===== src/rtl/mem_stage_pkg.sv =====
// Shared types and constants for the MEM-stage memory access controller.
package mem_stage_pkg;

    localparam int unsigned WORD_W          = 32;
    localparam int unsigned TIMEOUT_DEFAULT = 16;
    localparam int unsigned CNT_W           = 8;

    typedef enum logic [1:0] {
        IDLE = 2'd0,
        WAIT = 2'd1,
        DONE = 2'd2
    } memState_e;

endpackage


===== src/rtl/mem_timeout_ctr.sv =====
// Wait-cycle counter for an outstanding RAM request; flags the last allowed cycle.
module mem_timeout_ctr
    import mem_stage_pkg::*;
#(
    parameter int unsigned TIMEOUT = TIMEOUT_DEFAULT
) (
    input  logic clk,
    input  logic reset,
    input  logic clear,
    input  logic inc,
    output logic expired_c
);

    logic [CNT_W-1:0] count;

    always_ff @(posedge clk) begin
        if (reset || clear) begin
            count <= '0;
        end else if (inc) begin
            count <= count + CNT_W'(1);
        end
    end

    // High on the final wait cycle; the controller gives up at the following edge.
    assign expired_c = (count == CNT_W'(TIMEOUT - 1));

endmodule


===== src/rtl/mem_stage_ctrl.sv =====
// MEM-stage controller: stalls the pipeline while a load/store waits for the data RAM.
// Optional misaligned-access trap enabled by defining MEM_STAGE_ALIGN_CHECK_EN.
module mem_stage_ctrl
    import mem_stage_pkg::*;
#(
    parameter int unsigned TIMEOUT = TIMEOUT_DEFAULT
) (
    input  logic              clk,
    input  logic              reset,
    input  logic              MemRead,
    input  logic              MemWrite,
    input  logic              RegWrite,
    input  logic [WORD_W-1:0] ALUResult,
    input  logic [WORD_W-1:0] WriteData,
    input  logic              MemAck,
    input  logic [WORD_W-1:0] MemRData,
    output logic              MemReq,
    output logic              MemWe,
    output logic [WORD_W-1:0] MemAddr,
    output logic [WORD_W-1:0] MemWData,
    output logic [WORD_W-1:0] ReadData,
    output logic              RegWrite_Out,
    output logic              Stall,
    output logic              BusErr,
    output logic              AlignErr
);

    memState_e         state, stateNext;
    logic              memReqNext, memWeNext, busErrNext;
    logic [WORD_W-1:0] memAddrNext, memWDataNext, readDataNext;
    logic              ctrClear, ctrInc, expired;
    logic              access, misaligned;
    logic [WORD_W-1:0] alignedAddr;

    assign access = MemRead || MemWrite;

`ifdef MEM_STAGE_ALIGN_CHECK_EN
    assign misaligned  = (ALUResult[1:0] != 2'b00);
    assign alignedAddr = ALUResult;

    // Misaligned access is dropped in IDLE and reported one cycle later.
    always_ff @(posedge clk) begin
        if (reset) begin
            AlignErr <= 1'b0;
        end else begin
            AlignErr <= (state == IDLE) && access && misaligned;
        end
    end
`else
    logic unusedAddrLsb;

    assign misaligned    = 1'b0;
    assign alignedAddr   = {ALUResult[WORD_W-1:2], 2'b00};
    assign AlignErr      = 1'b0;
    assign unusedAddrLsb = ^ALUResult[1:0];
`endif

    mem_timeout_ctr #(
        .TIMEOUT (TIMEOUT)
    ) u_timeoutCtr (
        .clk       (clk),
        .reset     (reset),
        .clear     (ctrClear),
        .inc       (ctrInc),
        .expired_c (expired)
    );

    always_ff @(posedge clk) begin
        if (reset) begin
            state    <= IDLE;
            MemReq   <= 1'b0;
            MemWe    <= 1'b0;
            MemAddr  <= '0;
            MemWData <= '0;
            ReadData <= '0;
            BusErr   <= 1'b0;
        end else begin
            state    <= stateNext;
            MemReq   <= memReqNext;
            MemWe    <= memWeNext;
            MemAddr  <= memAddrNext;
            MemWData <= memWDataNext;
            ReadData <= readDataNext;
            BusErr   <= busErrNext;
        end
    end

    // Next-state, registered-output next values and combinational pipeline controls.
    always_comb begin
        stateNext    = state;
        memReqNext   = MemReq;
        memWeNext    = MemWe;
        memAddrNext  = MemAddr;
        memWDataNext = MemWData;
        readDataNext = ReadData;
        busErrNext   = 1'b0;
        Stall        = 1'b0;
        RegWrite_Out = 1'b0;
        ctrClear     = 1'b0;
        ctrInc       = 1'b0;

        case (state)
            IDLE: begin
                ctrClear = 1'b1;
                if (access && !misaligned) begin
                    Stall        = 1'b1;
                    stateNext    = WAIT;
                    memReqNext   = 1'b1;
                    memWeNext    = MemWrite;
                    memAddrNext  = alignedAddr;
                    memWDataNext = WriteData;
                end else if (!access) begin
                    RegWrite_Out = RegWrite;
                end
            end
            WAIT: begin
                Stall  = 1'b1;
                ctrInc = 1'b1;
                // An ack on the last allowed cycle still completes the access.
                if (MemAck) begin
                    memReqNext = 1'b0;
                    memWeNext  = 1'b0;
                    stateNext  = DONE;
                    if (!MemWe) begin
                        readDataNext = MemRData;
                    end
                end else if (expired) begin
                    memReqNext   = 1'b0;
                    memWeNext    = 1'b0;
                    readDataNext = '0;
                    busErrNext   = 1'b1;
                    stateNext    = DONE;
                end
            end
            DONE: begin
                RegWrite_Out = RegWrite;
                stateNext    = IDLE;
            end
            default: begin
                stateNext = IDLE;
            end
        endcase
    end

endmodule


===== config.mk =====
export PLATFORM = sky130hd
export DESIGN_NAME = mem_stage_ctrl
export DESIGN_NICKNAME = d
export VERILOG_FILES = /design/src/rtl/mem_stage_pkg.sv /design/src/rtl/mem_timeout_ctr.sv /design/src/rtl/mem_stage_ctrl.sv
export SDC_FILE = /design/constraint.sdc
export NUM_CORES = 1
export LEC_CHECK = 0
export BUFFER_PORTS_ARGS = -buffer_cell sky130_fd_sc_hd__buf_2
export CAP_MARGIN = 20
export CORE_MARGIN = 10
export CORE_UTILIZATION = 52
export CTS_CLUSTER_SIZE = 12
export DETAILED_ROUTE_END_ITERATION = 7
export GPL_TIMING_DRIVEN = 0
export PLACE_DENSITY = 0.88
export SETUP_SLACK_MARGIN = 0.15
export SYNTH_ARGS = -nofsm -noshare
export SYNTH_HDL_FRONTEND = slang
export SYNTH_HIERARCHICAL = 1
export SYNTH_SLANG_ARGS = --single-unit

===== constraint.sdc =====
create_clock -name clk -period 2.65 [get_ports clk]
set_input_delay 0.53 -clock clk [delete_from_list [all_inputs] [get_ports clk]]
set_output_delay 0.53 -clock clk [all_outputs]
set_load 0.01 [all_outputs]

Yosys cells after proc, flatten, opt, wreduce, memory -nomap -nowiden
Cells that the tools add are included.
- register bits: 107
- input port bits: 102
- output and inout port bits: 102
- $add $sub $neg: 1
- eq/ne operators: 6
- mux-type cells: 20
- bitwise logic cells: 1
- reductions and logical operators: 10
- operators with widths (kind ; count):
    $mux 32 ; 3
    $mux 1 ; 9
    $add 8x1->8 const B ; 1
    $eq 8x4->1 const B ; 1
    $pmux 1 s2 ; 4
    $mux 2 ; 3
    $reduce_and 3->1 ; 2
    $ne 2x2->1 const B ; 2
    $pmux 2 s2 ; 1
    $reduce_and 2->1 ; 2
    $reduce_bool 2->1 ; 2
    $ne 3x3->1 const B ; 1
    $reduce_or 3->1 ; 1
    $eq 2x1->1 const B ; 1
    $eq 2x2->1 const B ; 1
    $logic_not 2->1 ; 1
    $logic_or 1x1->1 ; 2
    $not 1->1 ; 1

Logic depth before layout (Yosys ltp)
Gate-level depths: netlist of run 1.
- depth in word-level cells: 4
- depth in mapped cells: 7
- depth with buffers taken out: 6

Modules after synthesis
Netlist of run 1, hierarchy kept.
- modules (own cells, without submodules) (module ; instances ; cells each ; area each (µm²)):
    mem_stage_ctrl ; 1 ; 459 ; 4435.5
    mem_timeout_ctr ; 1 ; 40 ; 357.8

Least setup slack after synthesis of run 1
No wires, ideal clock.
- kind: input -> output
- from: input MemWrite
- to: output Stall
- arrival: 1.284 ns
- setup slack: 0.836 ns
- cell stages on the path: 5
- path through: or2_2 -> buf_2 -> buf_2 -> nor2_1 -> nor2_1
- longest elaborated chain between the ends: 3
- RTL lines (element ; line ; text):
    from (decl) ; mem_stage_ctrl.sv:11 ; input logic MemWrite,
    $logic_or 1x1->1 ; mem_stage_ctrl.sv:35 ; assign access = MemRead || MemWrite;
    $mux 1 ; mem_stage_ctrl.sv:105 ; if (access && !misaligned) begin
    $pmux 1 s2 ; mem_stage_ctrl.sv:102 ; case (state)
    to (decl) ; mem_stage_ctrl.sv:23 ; output logic Stall,
Every way passes these cells.

Worst setup path in the final report of run 1
Ends and elaborated chain as after synthesis.

==> results.yml, run 1 <==
synth:
  yosysTopAreaCell: "dfxtp_1"
  postSynthAreaPerCell_um2: 9.61
  yosysSeqAreaShare: 0.447
  synth_top_family_by_area: "simple AND/OR/NAND/NOR gates"
  syn-cell-area_mm2: 0.00479
  synthAdderAreaFrac: 0.00261
  synth_top_cell_area_share: 0.447
  synth.distinct_cells: 36
  synthXorXnorAreaFrac: 0.00731
  synth-simple-area-share: 0.248
  synthTopCellsByArea: "dfxtp_1 45%, nand3_2 10%, a21oi_1 6.9%, mux2i_1 6.9%, o21ai_0 5.8%"
  ys_ff_latch: 107
  yosys-mux-area-fraction: 0.0689
  synthCells: 499
  synth-compound-area-share: 0.148
  yosysWarnings: 6
power_and_ir_drop:
  power_density_mw_per_mm2: 606
  vdd_drop_max_v: 0.000304
  p_leak_nw: 2.72
finish:
  nNetsFinal: 812
  fin_area_mm2: 0.00620
  areaGrowthSynthToFinish_pct: 29.3
  final_core_util: 0.700
  drive_gt1_frac: 0.409
  fin_cells: 822
  antenna_cells: 0
critical_path:
  start_kind: "input port"
  r2r_slack_ns: 0.48
  required_ns: 2.12
  critPathMaxFanout: 10
  crit_arrival_ns: 1.66
  r2r_start: "u_timeoutCtr/count[0]"
  r2r_cells: 7
  crit_type: "input port to primary output"
  timing.rr.end: "ReadData[18]"
  endpoint_kind: "primary output"
place:
  place.gp.congestion: 0.843
  dpl-instance-area_mm2: 0.00592
  dp.cells: 806
  pre_cts_slack_ns: 0.483
  portBuffers: 197
  hpwl_mm: 11.5
routing:
  detail-route-antenna-nets: 0
  drt-initial-drc-count: 483
  drt_wl_total_mm: 14.7
  via_per_inst: 5.41
  wl_per_cell_um: 17.9
  vias: 4448
  drc: 0
  dr.pass1.iters: 5
die:
  die-area_mm2: 0.0135
  fp.dieH_um: 116
  ios: 204
  initial_core_util: 0.542
  coreArea_mm2: 0.00885
  die_w_um: 116
  num_rows: 34
global_route:
  grt_usage: 0.211
  grt_overflow_total: 0
  antenna_found_initial: 1
  grt_pass1_vias: 4491
  grt_pass1_wl_mm: 22.9
  grt_max_degree: 18
timing:
  finalCritPeriodShare: 0.825
  worst_pin_slew_ns: 0.614
  period_minus_slack_ns: 2.19
  clock_skew_ns: 0.0158
  max_freq_mhz: 458
  setup_ws_ns: 0.464
  maxSlewViolCount: 0
  slew_headroom: 0.589
  finalHoldViolCount: 0
  finalSetupTns_ns: 0
  setup_viol: 0
  rsz0062_at_grt: "false"
worst_hold_path:
  min_to: "MemWData[16]"
  hp-class: "input port to flop"
  whs_path_depth: 3
  min-delay-start: "WriteData[16]"
run_status:
  status: "finished, final reports clean"
clock_tree:
  tritoncts: "done"
  htree_levels: 3
  cts_inserted_buffers: 9
  clkTransAtPathRegs_ns: 0.11
  insertion_delay_ns: 0.36
  cts_setup_buffers: 0
  cts_hold_buf: 0
  cts_root_buffer: "clkbuf_8"
  clock_path_buffers: 2
  postCtsResizedCells: 0
  cts.sinks: 107
run:
  drv_cap: 0
registers in the layout, indices dropped and copies added, names as in the netlist:
register / count
state: 2
BusErr: 1
ReadData: 32
MemWData: 32
MemReq: 1
MemWe: 1
MemAddr: 30
u_timeoutCtr/count: 8
worst max path at each step:
stage / cells past startpoint / startpoint / endpoint
3_5_place_dp: 7 / MemWrite / Stall
5_1_grt: 7 / u_timeoutCtr/count[0] / ReadData[18]
3_3_place_gp: 7 / MemWrite / Stall
6_report: 7 / MemWrite / Stall
2_1_floorplan: 5 / MemWrite / Stall
4_1_cts: 7 / u_timeoutCtr/count[0] / ReadData[18]
Yosys cell counts:
cell type  count
dfxtp_1      107
a21oi_1       66
o21ai_0       56
nand3_2       50
nand2b_1      35
mux2i_1       33
nand3b_1      32
clkbuf_1      30
nand3_1       14
nor2_1        12
o21ai_1       10
buf_4          8
buf_12         6
buf_2          5
buf_6          4
nand2_1        3
or3_1          3
xor2_1         3
nand4_1        2
nor3_1         2
nor3b_1        2
or2_2          2
a211oi_1       1
a21oi_4        1
a22oi_1        1
clkinv_2       1
conb_1         1
ha_1           1
inv_1          1
nand4_2        1
nand4b_1       1
nor4_1         1
o21ba_2        1
o31ai_1        1
or2_1          1
xnor2_1        1
placed cells by master, fill, tap and decap left out, types with 12 or more instances in the layout:
cell	n
nand2b_1	35
nand3_2	50
mux2i_1	33
nand3_1	14
nand3b_1	32
dfxtp_1	107
buf_2	202
o21ai_0	56
nor2_1	12
a21oi_1	66
clkbuf_1	30
metal layers:
metal  track usage  vias up  part of all wire
li1              -     2165                 -
met1         0.237     2098              0.39
met2         0.380      163              0.52
met3        0.0553       20             0.074
met4        0.0659        2             0.016
met5             0        -           0.00088
per-stage QoR:
step | hold slack [ns] | power [mW]
after floorplan | 0.458 | 2.21
after global placement | 0.455 | 2.47
after detailed placement | 0.461 | 2.49
after CTS | 0.393 | 3.77
after global routing | 0.391 | 3.91
final | 0.399 | 3.75
worst max-delay path, cell delays in order:
cell and delay [ns]:
buf_2 0.12, or2_2 0.29, buf_2 0.20, buf_2 0.22
nor2_1 0.10, nor2_1 0.04, buf_2 0.15
cell families after synthesis:
family                     Yosys count
buffers and inverters               55
DFF                                107
xor gates and xnor gates             4
other                                1
muxes                               33
and+or+nand+nor                    161
AOI/OAI and AO/OA                  137
adders and majority gates            1
final cells by class:
cell class | count | area (µm²)
plain buffers | 53 | 363
clock buffers | 10 | 138
clock inverters | 6 | 136
fillers | 688 | 2650
inverters | 2 | 8.76
multi-input cells | 339 | 2290
flip-flops and latches | 107 | 2140
well taps | 108 | 135
repair buffers | 197 | 986
power by group:
group | internal, mW | switching [mW]
combinational | 0.312 | 0.395
clock | 0.751 | 0.546
sequential | 1.70 | 0.0494
total | 2.76 | 0.990
Note: power is estimated with default switching activity, not from simulation.
==> inputs of run 2 (changes only) <==
- ABC_AREA: not set -> 1
- CORE_UTILIZATION: 52 -> 45
- PLACE_DENSITY: 0.88 -> 0.81
- clock period: 2.65 -> 2.05 ns (I/O delays scaled with it)
==> results.yml, run 2 <==
finish:
  largestRegisters: "MemWData: 32 flops, ReadData: 32 flops, MemAddr: 30 flops"
  final_common_cell: "buf_2"
  final_core_util: 0.616
  drive_gt1_frac: 0.371
  antenna_cells: 0
  areaGrowthSynthToFinish_pct: 34.4
  mostFrequentLayoutCells: "201 x buf_2, 173 x nand2_1, 105 x dfxtp_1"
  nNetsFinal: 810
synth:
  synthTopCellsByArea: "dfxtp_1 54%, nand2_1 16%, a21oi_1 13%, nand3_1 4.0%, buf_4 3.8%"
  ys_top_cells_by_count: "173 x nand2_1, 107 x dfxtp_1, 105 x a21oi_1, 32 x nand3_1, 20 x buf_4"
  yosysWarnings: 6
  synth.most_common_cell: "nand2_1"
  synthFlopType: "dfxtp_1"
  ys_ff_latch: 107
  synth_top_cell_area_share: 0.538
  synthCells: 496
  yosysSeqAreaShare: 0.538
  syn-cell-area_mm2: 0.00398
  postSynthAreaPerCell_um2: 8.02
  ys_async_sr_fraction: 0
  synth_edf_count: 0
  yosysTopAreaCell: "dfxtp_1"
  synth.distinct_cells: 22
critical_path:
  required_ns: 2.26
  crit_type: "flop to flop"
  r2r_slack_ns: 0.36
  critPathMaxFanout: 10
  endpoint_kind: "flop"
  start_kind: "flop"
  crit_arrival_ns: 1.91
power_and_ir_drop:
  p_leak_nw: 2.53
  power_density_mw_per_mm2: 820
  power.total_mw: 4.38
  vdd_drop_max_v: 0.000386
die:
  die_w_um: 114
  num_rows: 34
  initial_core_util: 0.458
  die-area_mm2: 0.0130
  fp.dieH_um: 114
  coreArea_mm2: 0.00868
  ios: 204
place:
  portBuffers: 197
  place.gp.congestion: 0.846
  pre_cts_slack_ns: 0.0896
  hpwl_mm: 9.92
worst_hold_path:
  hp-class: "input port to flop"
global_route:
  grt_usage: 0.182
  grt_overflow_total: 0
  antenna_found_initial: 1
  grt_max_degree: 20
  grt_pass1_wl_mm: 19.6
  grt_pass1_vias: 3973
clock_tree:
  htree_levels: 3
  cts.sinks: 107
  tritoncts: "done"
  cts_hold_buf: 0
  insertion_delay_ns: 0.36
  clkTransAtPathRegs_ns: 0.11
  cts_inserted_buffers: 9
  clock_path_buffers: 2
  cts_root_buffer: "clkbuf_8"
routing:
  vias: 4010
  wl_per_cell_um: 15.1
  detail-route-antenna-nets: 0
  drt-initial-drc-count: 340
  drt_wl_total_mm: 12.4
  via_per_inst: 4.89
  dr.pass1.iters: 6
  drc: 0
timing:
  setup_ws_ns: 0.355
  max_freq_mhz: 590
  finalHoldViolCount: 0
  period_minus_slack_ns: 1.69
  rsz0062_at_grt: "false"
  maxSlewViolCount: 0
  finalSetupTns_ns: 0
  slew_headroom: 0.640
  clock_skew_ns: 0.0118
  worst_pin_slew_ns: 0.539
  setup_viol: 0
  finalCritPeriodShare: 0.827
  whs_ns: 0.280
run:
  drv_cap: 0
run_status:
  status: "finished, final reports clean"
-- run 2: what timing repair did --
| action | in CTS | in global routing |
|---|---|---|
| buffers inserted | 0 | 1 |
| hold endpoints to repair | 0 | 0 |
| gates resized for setup | 1 | 6 |
| setup endpoints to repair | 30 | 30 |
| pin swaps | 0 | 1 |
-- run 2: worst paths after layout --
kind / depth (start not counted) / endpoint / start
max: 9 / ReadData[27] / u_timeoutCtr/count[1]
min: 3 / MemWData[16] / WriteData[16]
max reg2reg: 9 / ReadData[27] / u_timeoutCtr/count[1]
min reg2reg: 2 / MemWData[5] / MemWData[5]
-- run 2: cells by family after synthesis --
| family | share of synthesized area |
|---|---|
| flip-flops | 0.538 |
| buffers and inverters | 0.0711 |
| adder cells (fa/ha/maj) | 0.00314 |
| AND/OR/NAND/NOR | 0.243 |
| AO/OA/AOI/OAI | 0.143 |
| other | 0.000942 |
-- run 2: area by class of cell --
type / count / area [µm²]
sequential: 107 / 2140
clock inverter: 7 / 81.3
multi-input combinational: 345 / 1580
fill: 794 / 3330
clock buffer: 9 / 124
buffer: 37 / 253
timing repair buffer: 198 / 993
tap: 108 / 135
inverter: 9 / 33.8
-- run 2: report_power, final --
group	internal (mW)	switching (mW)
clock	0.585	0.733
sequential	2.21	0.0659
combinational	0.329	0.457
total	3.13	1.26
-- run 2: routing by layer --
metal  global-route usage  wire length [µm]  up-vias
met3               0.0709              1240       17
li1                     -                 -     2022
met4               0.0518               183        2
met5                    0                 7        -
met2                0.314              6000      161
met1                0.203              4980     1808
-- run 2: stage by stage --
| step | std cells | cell area (µm²) |
|---|---|---|
| floorplan | 498 | 3990 |
| global placement | 803 | 5110 |
| detailed placement | 803 | 5110 |
| CTS | 819 | 5320 |
| global route | 820 | 5350 |
| finish | 820 | 5350 |
-- run 2: worst max-delay path: stages (launching register included) --
cell	delay, ns
dfxtp_2	0.35
ha_2	0.19
nand3_1	0.12
nor4_4	0.31
nor2_4	0.06
a21oi_2	0.12
nand2_2	0.11
buf_4	0.19
nand2_1	0.06
a21oi_1	0.05
==> inputs of run 3 (changes only) <==
- clock period: 2.05 -> 1.7 ns (I/O delays scaled with it)
==> results.yml, run 3 (synthesis results as in run 2) <==
run_status:
  status: "finished, final reports clean"
critical_path:
  critPathMaxFanout: 8
  crit_top_cell: "a21oi_2"
  r2r_start: "u_timeoutCtr/count[1]"
  crit_type: "flop to flop"
  r2r_cells: 9
  crit_start: "u_timeoutCtr/count[1]"
  required_ns: 1.92
  r2r_slack_ns: 0.12
  slowest_stage: "dfxtp_2"
  start_kind: "flop"
  timing.rr.end: "ReadData[30]"
  crit_arrival_ns: 1.80
  endpoint_kind: "flop"
  crit_chain: "ha_4 > nand3_4 > nor4_4 > nor2_4 > a21oi_2 > nand2_4 > buf_6 > nand2_2 > a21oi_2"
  critPathMaxStageDelay_ns: 0.37
worst_hold_path:
  hp-class: "input port to flop"
  min-delay-start: "WriteData[28]"
  min_to: "MemWData[28]"
  whs_path_depth: 3
routing:
  drt_wl_total_mm: 13.1
  dr.pass1.iters: 4
  detail-route-antenna-nets: 0
  via_per_inst: 4.92
  vias: 4075
  wl_per_cell_um: 15.8
  drc: 0
  drt-initial-drc-count: 370
die:
  num_rows: 34
  die_w_um: 114
  die-area_mm2: 0.0130
  coreArea_mm2: 0.00868
  initial_core_util: 0.458
  fp.dieH_um: 114
  ios: 204
timing:
  finalSetupTns_ns: 0
  clock_skew_ns: 0.0114
  finalHoldViolCount: 0
  slew_headroom: 0.544
  maxSlewViolCount: 0
  rsz0062_at_grt: "true"
  worst_pin_slew_ns: 0.683
  max_freq_mhz: 635
  period_minus_slack_ns: 1.58
  finalCritPeriodShare: 0.927
  setup_viol: 0
clock_tree:
  insertion_delay_ns: 0.36
  cts.sinks: 107
  clock_path_buffers: 2
  cts_root_buffer: "clkbuf_8"
  tritoncts: "done"
  htree_levels: 3
  cts_inserted_buffers: 9
  clkTransAtPathRegs_ns: 0.11
  cts_hold_buf: 0
finish:
  largestRegisters: "MemWData: 32 flops, ReadData: 32 flops, MemAddr: 30 flops"
  nNetsFinal: 819
  fin_cells: 829
  antenna_cells: 0
  final_common_cell: "buf_2"
  areaGrowthSynthToFinish_pct: 41.6
  mostFrequentLayoutCells: "200 x buf_2, 144 x nand2_1, 101 x dfxtp_1"
  drive_gt1_frac: 0.447
run:
  drv_cap: 0
power_and_ir_drop:
  p_leak_nw: 2.62
  power_density_mw_per_mm2: 979
  vdd_drop_max_v: 0.000575
global_route:
  grt_max_degree: 19
  grt_overflow_total: 0
  antenna_found_initial: 0
  grt_usage: 0.190
  grt_pass1_wl_mm: 20.4
  grt_pass1_vias: 4056
place:
  place.gp.congestion: 0.831
  hpwl_mm: 9.77
  portBuffers: 197
  dp.cells: 803
run 3: cell count changes in the layout (fill, tap and decap cells not counted), moves of 5 or more:
cell,change
buf_6,+5
nand2_2,+24
nand2_1,-29
a21oi_1,-13
a21oi_2,+13
buf_4,+5
nand2_4,+5
run 3: cell type report:
cell class	instances	area, µm²
tap	108	135
sequential	107	2150
fill	758	3040
timing repair buffer	207	1070
clock inverter	6	95.1
buffer	37	260
inverter	9	33.8
clock buffer	10	128
multi-input combinational	345	1760
run 3: timing repair:
| action | in CTS | in global routing |
|---|---|---|
| endpoints found under the setup margin | 34 | 36 |
| gates resized for setup | 49 | 23 |
| gates cloned | 2 | 1 |
| pin swaps | 5 | 4 |
| setup buffers | 5 | 2 |
run 3: layer usage:
| metal | up-vias | part of all wire | track usage | routed length [µm] |
|---|---|---|---|---|
| li1 | 2051 | - | - | - |
| met1 | 1855 | 0.39 | 0.218 | 5140 |
| met2 | 154 | 0.50 | 0.330 | 6570 |
| met3 | 15 | 0.093 | 0.0630 | 1220 |
| met4 | 0 | 0.012 | 0.0518 | 153 |
| met5 | - | 0 | 0 | 0 |
run 3: worst max-delay path: cells and delay by family (launching register included):
family                     cells  cell delay (ns)
AOI/OAI and AO/OA              2             0.20
adders and majority gates      1             0.15
DFF                            1             0.37
and+or+nand+nor                5             0.55
buffers and inverters          1             0.16
run 3: worst max-delay path by stage:
| stage | endpoint | slack, ns | cells past startpoint |
|---|---|---|---|
| floorplan | ReadData[27] | 0.16 | 9 |
| CTS | ReadData[9] | 0.07 | 9 |
| finish | ReadData[30] | 0.12 | 9 |
| global route | ReadData[1] | 0.04 | 9 |
| detailed placement | MemWData[5] | -0.02 | 5 |
| global placement | ReadData[28] | 0.005 | 9 |
run 3: power breakdown:
group	internal (mW)	switching, mW
Sequential	2.67	0.0900
Clock	0.848	0.897
Combinational	0.430	0.579
Total	3.95	1.57
run 3: through the flow:
stage	total power, mW	hold slack [ns]	utilization	setup WS [ns]	cell area [µm²]
after global routing	5.77	0.196	0.649	0.0428	5630
after detailed placement	3.75	0.450	0.590	-0.0152	5120
final	5.51	0.211	0.649	0.125	5630
after global placement	3.73	0.444	0.590	0.00550	5120
after floorplan	3.34	0.458	-	0.161	4000
after CTS	5.52	0.196	0.639	0.0689	5540
